--- src/rtl/pipe_buf_stage.sv ---
// Reusable pipeline buffer stage: opaque payload with valid/ready, flush,
// an optional two-entry skid mode with registered in_ready, and a stall counter.
module pipe_buf_stage #(
    parameter int WIDTH = 32,
    parameter int SKID  = 1,
    parameter int CNT_W = 16
) (
    input  logic             clk,
    input  logic             reset,
    input  logic             flush,
    input  logic             in_valid,
    output logic             in_ready,
    input  logic [WIDTH-1:0] in_data,
    output logic             out_valid,
    input  logic             out_ready,
    output logic [WIDTH-1:0] out_data,
    output logic [1:0]       occupancy,
    output logic [CNT_W-1:0] stall_cnt
);

    typedef enum logic [1:0] {
        ST_EMPTY = 2'd0,
        ST_ONE   = 2'd1,
        ST_FULL  = 2'd2
    } state_e;

    state_e           state_q, state_d;
    logic [WIDTH-1:0] main_q, main_d;
    logic [WIDTH-1:0] skid_q, skid_d;
    logic             rdy_q, rdy_d;
    logic [CNT_W-1:0] cnt_q, cnt_d;
    logic             in_fire, out_fire;

    assign out_valid = (state_q != ST_EMPTY);
    // Skid mode cuts the out_ready -> in_ready combinational path.
    assign in_ready  = (SKID != 0) ? rdy_q : (~out_valid | out_ready);
    assign in_fire   = in_valid & in_ready;
    assign out_fire  = out_valid & out_ready;
    assign out_data  = main_q;
    assign occupancy = state_q;
    assign stall_cnt = cnt_q;

    always_comb begin
        state_d = state_q;
        main_d  = main_q;
        skid_d  = skid_q;
        cnt_d   = cnt_q;

        case (state_q)
            ST_EMPTY: begin
                if (in_fire) begin
                    main_d  = in_data;
                    state_d = ST_ONE;
                end
            end
            ST_ONE: begin
                if (in_fire && (out_fire || SKID == 0)) begin
                    main_d = in_data;
                end else if (in_fire) begin
                    skid_d  = in_data;
                    state_d = ST_FULL;
                end else if (out_fire) begin
                    state_d = ST_EMPTY;
                end
            end
            ST_FULL: begin
                if (out_fire) begin
                    main_d  = skid_q;
                    state_d = ST_ONE;
                end
            end
            default: state_d = ST_EMPTY;
        endcase

        // A redirect wins over both handshakes and drops any offered payload.
        if (flush) begin
            state_d = ST_EMPTY;
            main_d  = '0;
            skid_d  = '0;
        end

        rdy_d = (state_d != ST_FULL);

        if (out_valid && !out_ready && cnt_q != '1)
            cnt_d = cnt_q + CNT_W'(1);
    end

    always_ff @(posedge clk) begin
        if (reset) begin
            state_q <= ST_EMPTY;
            main_q  <= '0;
            skid_q  <= '0;
            rdy_q   <= 1'b1;
            cnt_q   <= '0;
        end else begin
            state_q <= state_d;
            main_q  <= main_d;
            skid_q  <= skid_d;
            rdy_q   <= rdy_d;
            cnt_q   <= cnt_d;
        end
    end

endmodule
--- config.mk ---
export PLATFORM = sky130hd
export DESIGN_NAME = pipe_buf_stage
export DESIGN_NICKNAME = d
export VERILOG_FILES = /design/src/rtl/pipe_buf_stage.sv
export SDC_FILE = /design/constraint.sdc
export NUM_CORES = 1
export LEC_CHECK = 0
export BUFFER_PORTS_ARGS = -buffer_cell sky130_fd_sc_hd__buf_2
export CAP_MARGIN = 20
export CORE_MARGIN = 2
export CORE_UTILIZATION = 52
export DETAILED_ROUTE_END_ITERATION = 8
export PLACE_DENSITY = 0.79
export SLEW_MARGIN = 20
export SYNTH_ARGS = -nofsm -noshare
export SYNTH_HDL_FRONTEND = slang
export SYNTH_SLANG_ARGS = --single-unit
--- constraint.sdc ---
create_clock -name clk -period 1.9 [get_ports clk]
set_input_delay 0.38 -clock clk [delete_from_list [all_inputs] [get_ports clk]]
set_output_delay 0.38 -clock clk [all_outputs]
set_load 0.03 [all_outputs]
# After elaboration in Yosys (flattened, before gate mapping)
# Index checks and enable logic that the tools add are counted.
word_totals:
  in_bits: 37
  reg_bits: 83
  output_inout_bits: 52
op_classes:
  n_bitwise: 3
  n_mux: 11
  add_sub_neg: 1
  n_eq_ne: 7
  n_reduce_logical: 10
ops:
  columns: ["op", "n"]
  rows:
  - ["$mux 32", 3]
  - ["$pmux 32 s3", 1]
  - ["$add 16x1->16 const B", 1]
  - ["$ne 16x16->1 const B", 1]
  - ["$mux 2", 6]
  - ["$ne 2x2->1 const B", 4]
  - ["$pmux 2 s3", 1]
  - ["$reduce_and 4->1", 1]
  - ["$logic_and 1x1->1", 3]
  - ["$reduce_and 3->1", 1]
  - ["$reduce_bool 3->1", 1]
  - ["$and 1x1->1", 2]
  - ["$eq 2x1->1 const B", 1]
  - ["$eq 2x2->1 const B", 1]
  - ["$logic_not 2->1", 1]
  - ["$reduce_bool 2->1", 1]
  - ["$reduce_or 2->1", 1]
  - ["$logic_not 1->1", 1]
  - ["$not 1->1", 1]

# Logic depth before layout (Yosys ltp)
# Gate-level depths: netlist of run 1.
depth:
  word_depth: 8
  mapped_depth: 7
  ltp_nobuf: 5

# Least setup slack after synthesis of run 1
# Ideal clock, no wire load.
synth_path:
  path_kind: "register to register"
  from: "reg cnt_q[0], in the netlist stall_cnt[0]"
  to: "reg cnt_q[14], in the netlist stall_cnt[14]"
  path_buffers: 0
  t_arrival_ns: 1.879
  path_stages_with_launch: 6
  t_required_ns: 1.830
  period_less_slack_ns: 1.950
  slack_ns: -0.050
  cell_sequence: "dfxtp_1 ha_1 and3_1 o2111ai_1 or4_2 a21oi_1"
synth_via:
  elab_chain_len: 2
synth_rtl:
  columns: ["element", "line", "text"]
  rows:
  - ["start, declared", "31", "logic [CNT_W-1:0] cnt_q, cnt_d;"]
  - ["start signal, assigned", "100", "cnt_q <= cnt_d;"]
  - ["branches (longest 2 deep; another with $add 16x1->16)", null, null]
# Several ways; the timed one is not identified.
# A chain may end at the register's enable or synchronous reset.

# Final worst setup path of run 1
layout_path:
  from: "reg cnt_q[10], in the netlist stall_cnt[10]"
  to: "reg cnt_q[15], in the netlist stall_cnt[15]"
# Same word-level chain as after synthesis.

==> flow_summary.json, run 1 <==
{
  "core-area_um2": 6420,
  "antenna_found_initial": 0,
  "holdWs_ps": 277,
  "final_core_util_pct": 68.0,
  "ys_seq_area_share_pct": 47.7,
  "min_path_cells": 3,
  "reg2reg_slack_ps": 120,
  "ys_warn_count": 0,
  "port_buffers": 88,
  "final_nets": 525,
  "setup_viol": 0,
  "yosys.cell_count.top_type": "dfxtp_1",
  "powerDensity_nw_per_um2": 837,
  "n_fill_cell": 551,
  "synth_xor_area_share_pct": 0.251,
  "start_kind": "flip-flop",
  "end_kind": "flip-flop",
  "dp_hpwl_um": 5240,
  "area_growth_pct": 25.3,
  "irDropWorstVdd_mv": 0.498,
  "via_count": 3132,
  "routed_wl_um": 7690,
  "ant_nets": 0,
  "avgSynthCellArea_um2": 8.75,
  "grt_max_degree": 65,
  "syn_nets": 436,
  "crit_fanout": 5,
  "synth_area_leaders": "dfxtp_1, mux2i_1, nand2_1, a211oi_1, a21oi_1",
  "cp_slowest_cell": "or4_4",
  "io_pins": 89,
  "slew_viol_final": 0,
  "clk_pin_slew_ps": 90,
  "gr-usage-met3_pct": 4.72,
  "r2r-end": "stall_cnt[15]",
  "crit_arrival_ps": 2050,
  "grt_overflow": 0,
  "crit_path_max_incr_delay_ps": 560,
  "finClkSkew_ps": 15.1,
  "tritoncts": "yes",
  "finalHoldViolCount": 0,
  "die_x_um": 85.8,
  "slew_headroom_pct": 77.0,
  "synthTopCellsByCount": "dfxtp_1, nand2_1, a21oi_1, nor2_1, mux2i_1",
  "grt_pass1_vias": 2871,
  "required_ps": 2170,
  "synth_top_area_share_pct": 47.7,
  "hold_path.class": "in -> reg",
  "vias_per_cell": 5.50,
  "fp-row-count": 29,
  "drtIter0Drc": 143,
  "hold-path-endpoint": "skid_q[23]",
  "synthFlopType": "dfxtp_1",
  "synthSimpleGateAreaFrac_pct": 20.0,
  "cts_inserted_buffers": 9,
  "crit_family": "simple AND/OR/NAND/NOR gates",
  "die_y_um": 85.8,
  "reg2regPathDepth": 4,
  "cts.htree.levels": 3,
  "tns_ps": 0,
  "drive_above_1_share_pct": 30.1,
  "postCtsSetupBuffers": 0,
  "fmax_mhz": 560,
  "synth_top_family_by_area": "simple AND/OR/NAND/NOR gates",
  "synth_async_sr_flop_share_pct": 0,
  "critical_path_class": "reg -> reg",
  "antenna_cells": 0,
  "syn_area_um2": 3480,
  "synth_edf_count": 0,
  "ys_seq_elements": 83,
  "cts_root_buffer": "clkbuf_8",
  "clk_latency_ps": 340,
  "p_leak_nw": 1.98,
  "clock-sinks": 83,
  "synth_compound_gate_area_share_pct": 17.7,
  "r2r_start": "stall_cnt[10]",
  "grt_pass1_wl_um": 12900,
  "wl_per_cell_um": 13.5,
  "path_buf_inv": 0,
  "rsz0062_at_grt": "no",
  "worst_pin_slew_ps": 342,
  "initial_core_util_pct": 54.2,
  "path_cells": "nand3_2 > or4_4 > or4_1 > a21oi_1",
  "grt_use_total_pct": 21.4,
  "hp-start": "in_data[23]",
  "dieArea_um2": 7370,
  "grt.busiest_layer": "met2",
  "synth.area.mux_share_pct": 9.81,
  "yosys.area.top_type": "dfxtp_1",
  "fin_crit_sh_pct": 93.9,
  "power_mw": 3.66,
  "synth-adder-area-share_pct": 0.359,
  "clk_path_buf_depth": 2,
  "max_cap_violations": 0,
  "grt_use_met2_pct": 37.1,
  "use_met1_pct": 26.0,
  "min_period_ps": 1780,
  "drc": 6,
  "synth_cell_types": 44,
  "violations": "design-rule violations",
  "dr.pass1.iters": 6,
  "outcome": "complete, but fails checks",
  "routabilityCongestion": 0.856,
  "netlist_instances": 398
}
==> cell type report <==
type | instances | area, um^2 | share of cell area [%]
Clock buffer | 10 | 128 | 2.92
Inverter | 2 | 7.51 | 0.172
Sequential cell | 83 | 1680 | 38.4
Clock inverter | 6 | 111 | 2.55
Multi-Input combinational cell | 283 | 1720 | 39.4
Timing Repair Buffer | 108 | 628 | 14.4
Tap cell | 77 | 96.3 | 2.21
==> worst max path at each step <==
stage,endpoint,slack [ps],cells after the start,startpoint
2_1_floorplan,stall_cnt[15],10,4,stall_cnt[7]
5_1_grt,stall_cnt[15],30,4,stall_cnt[5]
3_3_place_gp,stall_cnt[15],50,5,out_ready
4_1_cts,stall_cnt[15],80,4,stall_cnt[7]
3_5_place_dp,stall_cnt[15],10,5,out_ready
6_report,stall_cnt[15],120,4,stall_cnt[10]
==> flip-flops by register name, summed over array words and instances, names as in the netlist <==
register	count
occupancy	2
in_ready	1
stall_cnt	16
skid_q	32
out_data	32
==> per-stage QoR <==
step,setup slack [ps],cell area [um^2],instances
after floorplan,12.2,3500,398
after global placement,52.6,4110,553
after detailed placement,12.4,4110,553
after CTS,78.3,4350,569
after global routing,29.8,4370,569
final,116,4370,569
==> kinds of logic after synthesis <==
logic type / count (synthesis)
compound gates: 97
xor+xnor: 1
fa+ha+maj: 1
buf+inv: 32
flops: 83
mux: 34
simple gates: 150
==> report_power, final <==
part | switching, mW | total, mW | internal (mW)
clock network | 0.634 | 1.51 | 0.877
registers | 0.0228 | 1.80 | 1.78
logic | 0.221 | 0.345 | 0.123
total | 0.878 | 3.66 | 2.78
==> what timing repair did <==
| action | CTS | global route |
|---|---|---|
| setup endpoints to repair | 0 | 5 |
| gates resized for setup | 0 | 3 |
| hold buffers | 0 | 0 |
==> tightest hold or removal path, delay by kind of cell <==
kind	cells	cell delay (ps)
buf+inv	1	100
compound gates	1	50
simple gates	1	50
==> layer usage <==
layer / wire (um) / up-vias
met4: 108 / 0
met3: 356 / 10
met2: 3680 / 70
li1: - / 1598
met1: 3540 / 1454
met5: 0 / -
==> layout by cell type, fill, tap and decap left out, types with 4 or more instances in the layout <==
cell and instances:
nor2_1 37, buf_2 88, o21ai_0 4, clkbuf_8 9
buf_4 17, nand3_1 5, or3_1 4, a21oi_1 45
a211oi_1 32, nand4_1 4, or4_1 6, dfxtp_2 11
dfxtp_1 72, mux2i_1 33, nand2_1 70, o31ai_1 8
(Power assumes the default switching activity.)
==> run 2: changes to the inputs <==
Settings changed: CORE_UTILIZATION 52 to 55, PLACE_DENSITY 0.79 to 0.82.
Clock period 1.9 ns to 2.2 ns, I/O delays scaled along.
==> flow_summary.json, run 2 (synthesis gave the netlist of run 1 again) <==
{
  "clock-sinks": 83,
  "drtIter0Drc": 184,
  "area_growth_pct": 22.5,
  "drc": 0,
  "antenna_found_initial": 1,
  "p_leak_nw": 1.92,
  "path_buf_inv": 1,
  "outcome": "finished, final reports clean",
  "crit_family": "simple AND/OR/NAND/NOR gates",
  "cts_root_buffer": "clkbuf_8",
  "cp_slowest_cell": "or4b_2",
  "min_period_ps": 1920,
  "cts.htree.levels": 3,
  "grt_max_degree": 59,
  "hold_path.class": "in -> reg",
  "die_y_um": 83.6,
  "fp-row-count": 28,
  "slew_headroom_pct": 70.5,
  "max_cap_violations": 0,
  "clk_latency_ps": 360,
  "wl_per_cell_um": 13.7,
  "clk_pin_slew_ps": 100,
  "cts_inserted_buffers": 9,
  "final_common_cell": "buf_2",
  "core-area_um2": 6030,
  "postCtsSetupBuffers": 0,
  "fmax_mhz": 520,
  "die_x_um": 83.6,
  "crit_arrival_ps": 2210,
  "worst_pin_slew_ps": 443,
  "holdWs_ps": 319,
  "crit_path_max_incr_delay_ps": 630,
  "multi_input_area_um2": 1700,
  "dieArea_um2": 6990,
  "port_buffers": 88,
  "io_pins": 89,
  "setup_viol": 0,
  "tns_ps": 0,
  "grt_pass1_wl_um": 12700,
  "initial_core_util_pct": 57.8,
  "required_ps": 2490,
  "cts_hold_buf": 0,
  "dp_hpwl_um": 5230,
  "fin_crit_sh_pct": 87.5,
  "n_fill_cell": 502,
  "grt_use_total_pct": 22.2,
  "tritoncts": "yes",
  "irDropWorstVdd_mv": 0.565,
  "finalHoldViolCount": 0,
  "regArea_um2": 1660,
  "rsz0062_at_grt": "no",
  "end_kind": "flip-flop",
  "final_cell_mix": "buf_2, dfxtp_1, nand2_1",
  "grt_pass1_vias": 2813,
  "drive_above_1_share_pct": 27.0,
  "dr.pass1.iters": 4,
  "final_nets": 518,
  "vias_per_cell": 5.59,
  "start_kind": "flip-flop",
  "ant_nets": 0,
  "routabilityCongestion": 0.803,
  "crit_fanout": 19,
  "powerDensity_nw_per_um2": 727,
  "via_count": 3132,
  "antenna_cells": 0,
  "grt_overflow": 0,
  "slew_viol_final": 0,
  "finClkSkew_ps": 12.3,
  "clk_path_buf_depth": 2,
  "path_cells": "ha_1 > nand3_1 > nor4_2 > buf_4 > or4b_2 > a21oi_1",
  "cts.repair.resized": 0,
  "critical_path_class": "reg -> reg",
  "routed_wl_um": 7660
}
## run 2: report_power, final
part | internal (mW) | total (mW) | switching, mW
clock | 0.657 | 1.25 | 0.590
sequential | 1.53 | 1.55 | 0.0199
combinational | 0.106 | 0.300 | 0.194
## run 2: area by class of cell
| type | count | share of cell area [%] |
|---|---|---|
| clock buffers | 9 | 2.90 |
| well taps | 75 | 2.20 |
| flip-flops and latches | 83 | 38.9 |
| clock inverters | 7 | 2.43 |
| repair buffers | 101 | 13.5 |
| multi-input cells | 283 | 39.9 |
| inverters | 2 | 0.176 |
## run 2: worst paths after layout
kind / from / to / slack [ps] / cells past startpoint
hold / removal: in_data[14] / skid_q[14] / 320 / 3
hold reg to reg: skid_q[10] / skid_q[10] / 450 / 2
setup reg to reg: stall_cnt[0] / stall_cnt[7] / 280 / 6
setup / recovery: stall_cnt[0] / stall_cnt[7] / 280 / 6
## run 2: per-stage QoR
step | cell area (um^2) | utilization, % | setup slack [ps] | instances | power [mW]
5_1_grt | 4270 | 70.8 | 148 | 560 | 3.21
3_5_place_dp | 4040 | 67.0 | 181 | 544 | 1.89
4_1_cts | 4270 | 70.8 | 267 | 560 | 3.13
3_3_place_gp | 4040 | 67.0 | 196 | 544 | 1.88
2_1_floorplan | 3480 | - | 250 | 398 | 1.78
6_report | 4270 | 70.8 | 276 | 560 | 3.10
## run 2: metal layers
| layer | up-vias | global-route usage (%) | wire length (um) |
|---|---|---|---|
| li1 | 1581 | - | - |
| met1 | 1465 | 28.7 | 3470 |
| met2 | 74 | 35.4 | 3620 |
| met3 | 12 | 5.44 | 440 |
| met4 | 0 | 9.24 | 138 |
| met5 | - | 0 | 0 |
## run 2: worst reg2reg max path: stages (launching register included)
cell,delay [ps]
dfxtp_1,360
ha_1,240
nand3_1,200
nor4_2,90
buf_4,190
or4b_2,630
a21oi_1,150
